[src/rtl/degearbox.sv]
// Serial-to-parallel receiver: shifts in one bit per ref_clk (LSB first), aligns on a
// comma token and emits one DATA_OUT_SIZE-bit word every DATA_OUT_SIZE cycles while locked.
module degearbox #(
    parameter int                       DATA_OUT_SIZE  = 10,
    parameter logic [DATA_OUT_SIZE-1:0] COMMA          = 10'b1101010100,
    parameter bit                       MATCH_INVERTED = 1'b1,
    parameter int                       MISALIGN_LIMIT = 3
) (
    input  logic                     ref_clk,
    input  logic                     rst_n,
    input  logic                     data_in,
    output logic [DATA_OUT_SIZE-1:0] data_out,
    output logic                     data_valid,
    output logic                     comma_det,
    output logic                     locked
);

    localparam int         N     = DATA_OUT_SIZE;
    localparam logic [3:0] LAST  = 4'(N - 1);
    localparam logic [3:0] LIMIT = 4'(MISALIGN_LIMIT);

    typedef enum logic {
        HUNT,
        SYNC
    } state_t;

    state_t       state;
    state_t       state_next;
    logic [N-1:0] sr;
    logic [N-1:0] window;
    logic [N-1:0] data_next;
    logic [3:0]   phase;
    logic [3:0]   phase_next;
    logic [3:0]   misalign;
    logic [3:0]   misalign_next;
    logic [3:0]   misalign_inc;
    logic         valid_next;
    logic         comma_next;
    logic         match;
    logic         boundary;

    // The window includes the bit arriving this edge, so a word is captured on its last bit.
    assign window       = {data_in, sr[N-1:1]};
    assign match        = (window == COMMA) || (MATCH_INVERTED && (window == ~COMMA));
    assign boundary     = (phase == LAST);
    assign misalign_inc = (misalign == 4'hF) ? 4'hF : misalign + 4'd1;
    assign locked       = (state == SYNC);

    always_ff @(posedge ref_clk or negedge rst_n) begin
        if (!rst_n) begin
            state      <= HUNT;
            sr         <= '0;
            phase      <= '0;
            misalign   <= '0;
            data_out   <= '0;
            data_valid <= 1'b0;
            comma_det  <= 1'b0;
        end else begin
            state      <= state_next;
            sr         <= window;
            phase      <= phase_next;
            misalign   <= misalign_next;
            data_out   <= data_next;
            data_valid <= valid_next;
            comma_det  <= comma_next;
        end
    end

    always_comb begin
        state_next    = state;
        phase_next    = phase;
        misalign_next = misalign;
        data_next     = data_out;
        valid_next    = 1'b0;
        comma_next    = 1'b0;
        case (state)
            HUNT: begin
                if (match) begin
                    state_next    = SYNC;
                    phase_next    = '0;
                    misalign_next = '0;
                    data_next     = window;
                    valid_next    = 1'b1;
                    comma_next    = 1'b1;
                end
            end
            SYNC: begin
                phase_next = boundary ? 4'd0 : phase + 4'd1;
                if (boundary) begin
                    data_next  = window;
                    valid_next = 1'b1;
                    comma_next = match;
                    if (match) begin
                        misalign_next = '0;
                    end
                end else if (match) begin
                    // Only off-phase commas count; ordinary data never clears the tally.
                    misalign_next = misalign_inc;
                    if (misalign_inc >= LIMIT) begin
                        state_next = HUNT;
                    end
                end
            end
            default: begin
                state_next = HUNT;
            end
        endcase
    end

endmodule

[config.mk]
export PLATFORM = sky130hd
export DESIGN_NAME = degearbox
export DESIGN_NICKNAME = d
export VERILOG_FILES = /design/src/rtl/degearbox.sv
export SDC_FILE = /design/constraint.sdc
export NUM_CORES = 1
export LEC_CHECK = 0
export CORE_ASPECT_RATIO = 1.4
export CORE_MARGIN = 8
export CORE_UTILIZATION = 57
export CTS_CLUSTER_SIZE = 30
export DETAILED_ROUTE_END_ITERATION = 8
export GPL_TIMING_DRIVEN = 1
export HOLD_SLACK_MARGIN = 0.12
export PLACE_DENSITY_LB_ADDON = 0.08
export SETUP_SLACK_MARGIN = 0.3
export SYNTH_ARGS = -nofsm -noshare
export SYNTH_HDL_FRONTEND = slang
export SYNTH_SLANG_ARGS = --single-unit
[constraint.sdc]
create_clock -name ref_clk -period 5.2 [get_ports ref_clk]
set_input_delay 1.04 -clock ref_clk [delete_from_list [all_inputs] [get_ports ref_clk]]
set_output_delay 1.04 -clock ref_clk [all_outputs]
set_load 0.02 [all_outputs]
==> flow_summary.toml <==
[synth]
synthFlopType = "dfrtp_1"
synth_edf_count = 0
syn-instance-count = 92
synth_cell_types = 33
ys_seq_elements = 30
synth_nets = 98
async_flop_share = 1.00
ys_warn_count = 0
synth.area.top_cells = "dfrtp_1, mux2_2, ha_1"
yosys.area.top_type = "dfrtp_1"
syn-cell-area_um2 = 1250
synth-seq-area-share = 0.601
synth.top_cell.area_share = 0.601
syn_avg_cell_area_um2 = 13.6

[clock_tree]
cts_root_buffer = "clkbuf_4"
clock-sinks = 30
cts_hold_buf = 0
numCtsBuffers = 5
cts_resized = 0
cts_tree = "built"
post_cts_buffers = 0
clk-insertion-delay-late_ps = 330
clockBufferDepth = 2
cts_max_level = 2
clk_pin_slew_worst_paths_ps = 80

[worst_setup_path]
required_ps = 5410
path_max_fanout = 11
worst_path_max_delay_cell = "o31ai_2"
endpoint_kind = "flip-flop"
crit_arrival_ps = 3090
cp_cell_sequence = "clkdlybuf4s50_1, nor4b_1, and4_2, o31ai_2, mux2_2"
worstSetupPathType = "in -> reg"
cp-start-kind = "input pin"
cpPeakStageDelay_ps = 770

[drt]
drc = 0
wl_per_cell_um = 16.7
viasPerCell = 6.03
drt-initial-drc-count = 16
drt-pass1-iter-count = 4
vias = 814
postRouteAntennaNets = 0
wirelength_mm = 2.25

[grt]
grt_pass1_wl_mm = 3.74
antenna_found_initial = 0
grt_pass1_vias = 871
overflow = 0
track_usage = 0.120
grt_max_degree = 31

[sta]
fin_setup_tns_ps = 0
finalCritPeriodShare = 0.554
fin_skew_ps = 8.80
tightestPinTransition_ps = 960
clock.fmax_ghz = 0.347
hold_viol_final = 0
post-route-min-period_ps = 2880
rsz0062_at_grt = "false"
setup_slack_ps = 2320
setup_violations = 0
timing.final.max_slew_violations = 0
maxSlewHeadroom = 0.356

[min_path]
hold_class = "reg -> reg"

[job]
drv_cap = 0

[layout]
fin_util = 0.688
syn2layout_area_growth_pct = 17.1
diodes = 0
layout-drive-gt1-share = 0.186
fin_area_um2 = 1460
nNetsFinal = 119

[status]
status = "finished, final reports clean"

[floorplan]
die-area_um2 = 3970
die_w_um = 55.6
io-pin-count = 16
die_y_um = 71.4
rows = 20
start_util = 0.588
coreArea_um2 = 2130

[placed_design]
placed_cell_area_um2 = 1420
place.gp.congestion = 0.884
dp_slack_ps = 1940
io_buffers = 15
dpl.hpwl_mm = 1.60

[power]
power.leakage_uw = 0.000662
ir_drop_mv = 0.404
powerDensity_nw_per_um2 = 461
cell type report:
type / instances / area [µm²]
Timing Repair Buffer: 16 / 158
Multi-Input combinational cell: 55 / 464
Inverter: 5 / 18.8
Clock buffer: 7 / 45.0
Sequential cell: 30 / 751
Tap cell: 22 / 27.5
Fill cell: 160 / 663
Yosys cell counts (2+ instances only):
cell,count
o21ai_0,4
mux2_2,12
nand3b_1,2
and2_1,2
inv_1,5
ha_1,3
a22oi_1,2
nor3b_1,2
dfrtp_1,30
a21oi_1,3
nand2_1,4
a21o_1,2
where the power goes:
part	total, µW	internal, µW	switching [µW]
Combinational	224	123	101
Clock	123	50.8	71.8
Sequential	329	289	39.2
Total	675	463	212
final timing paths:
path	from	end	slack [ps]	cells after the start
max	data_in	data_out[0]$_DFFE_PN0P_	2320	5
min	sr[6]$_DFF_PN0_	sr[5]$_DFF_PN0_	420	0
max reg2reg	sr[6]$_DFF_PN0_	data_out[0]$_DFFE_PN0P_	3070	4
min reg2reg	sr[6]$_DFF_PN0_	sr[5]$_DFF_PN0_	420	0
max in group asynchronous	rst_n	sr[8]$_DFF_PN0_	3830	2
min in group asynchronous	rst_n	phase[0]$_DFFE_PN0P_	1090	2
state kept, by name, indices dropped and copies added (netlist names):
| register | flops |
|---|---|
| locked | 1 |
| misalign | 4 |
| comma_det | 1 |
| phase | 4 |
| sr | 9 |
| data_valid | 1 |
| data_out | 10 |
cell usage in the layout, fill, tap and decap left out, types with 2 or more instances in the layout:
cell and n:
a21o_1 2, a21oi_1 3, a22oi_1 2, and2_1 2
clkbuf_1 2, clkbuf_4 5, clkdlybuf4s50_1 15, dfrtp_1 30
ha_1 3, inv_1 5, mux2_2 12, nand2_1 4
nand3b_1 2, nor3b_1 2, o21ai_0 4
worst max-delay path: cells and delay by family:
kind,cells,cell delay (ps)
muxes,1,420
buffers and inverters,1,530
AOI/OAI and AO/OA,1,770
and+or+nand+nor,2,330
kinds of logic after synthesis:
kind of cell             synth area share
buffers and inverters              0.0280
AND/OR/NAND/NOR                     0.123
flip-flops                          0.601
AO/OA/AOI/OAI                      0.0941
adder cells (fa/ha/maj)            0.0300
XOR/XNOR                          0.00701
multiplexers                        0.117
layer usage:
metal	up-vias	wire, µm	track usage	share of wire
li1	373	-	-	-
met1	411	870	0.108	0.39
met2	20	1160	0.196	0.52
met3	10	146	0.0707	0.065
met4	0	72	0.0879	0.032
met5	-	0	0	0
per-stage QoR:
step           power, µW  hold WS, ps  std cells
2_1_floorplan        455          375         92
3_3_place_gp         555          399        128
3_5_place_dp         562          409        128
4_1_cts              686          424        135
5_1_grt              711          434        135
6_report             675          419        135
No activity file was read; power rests on OpenSTA's default activity.
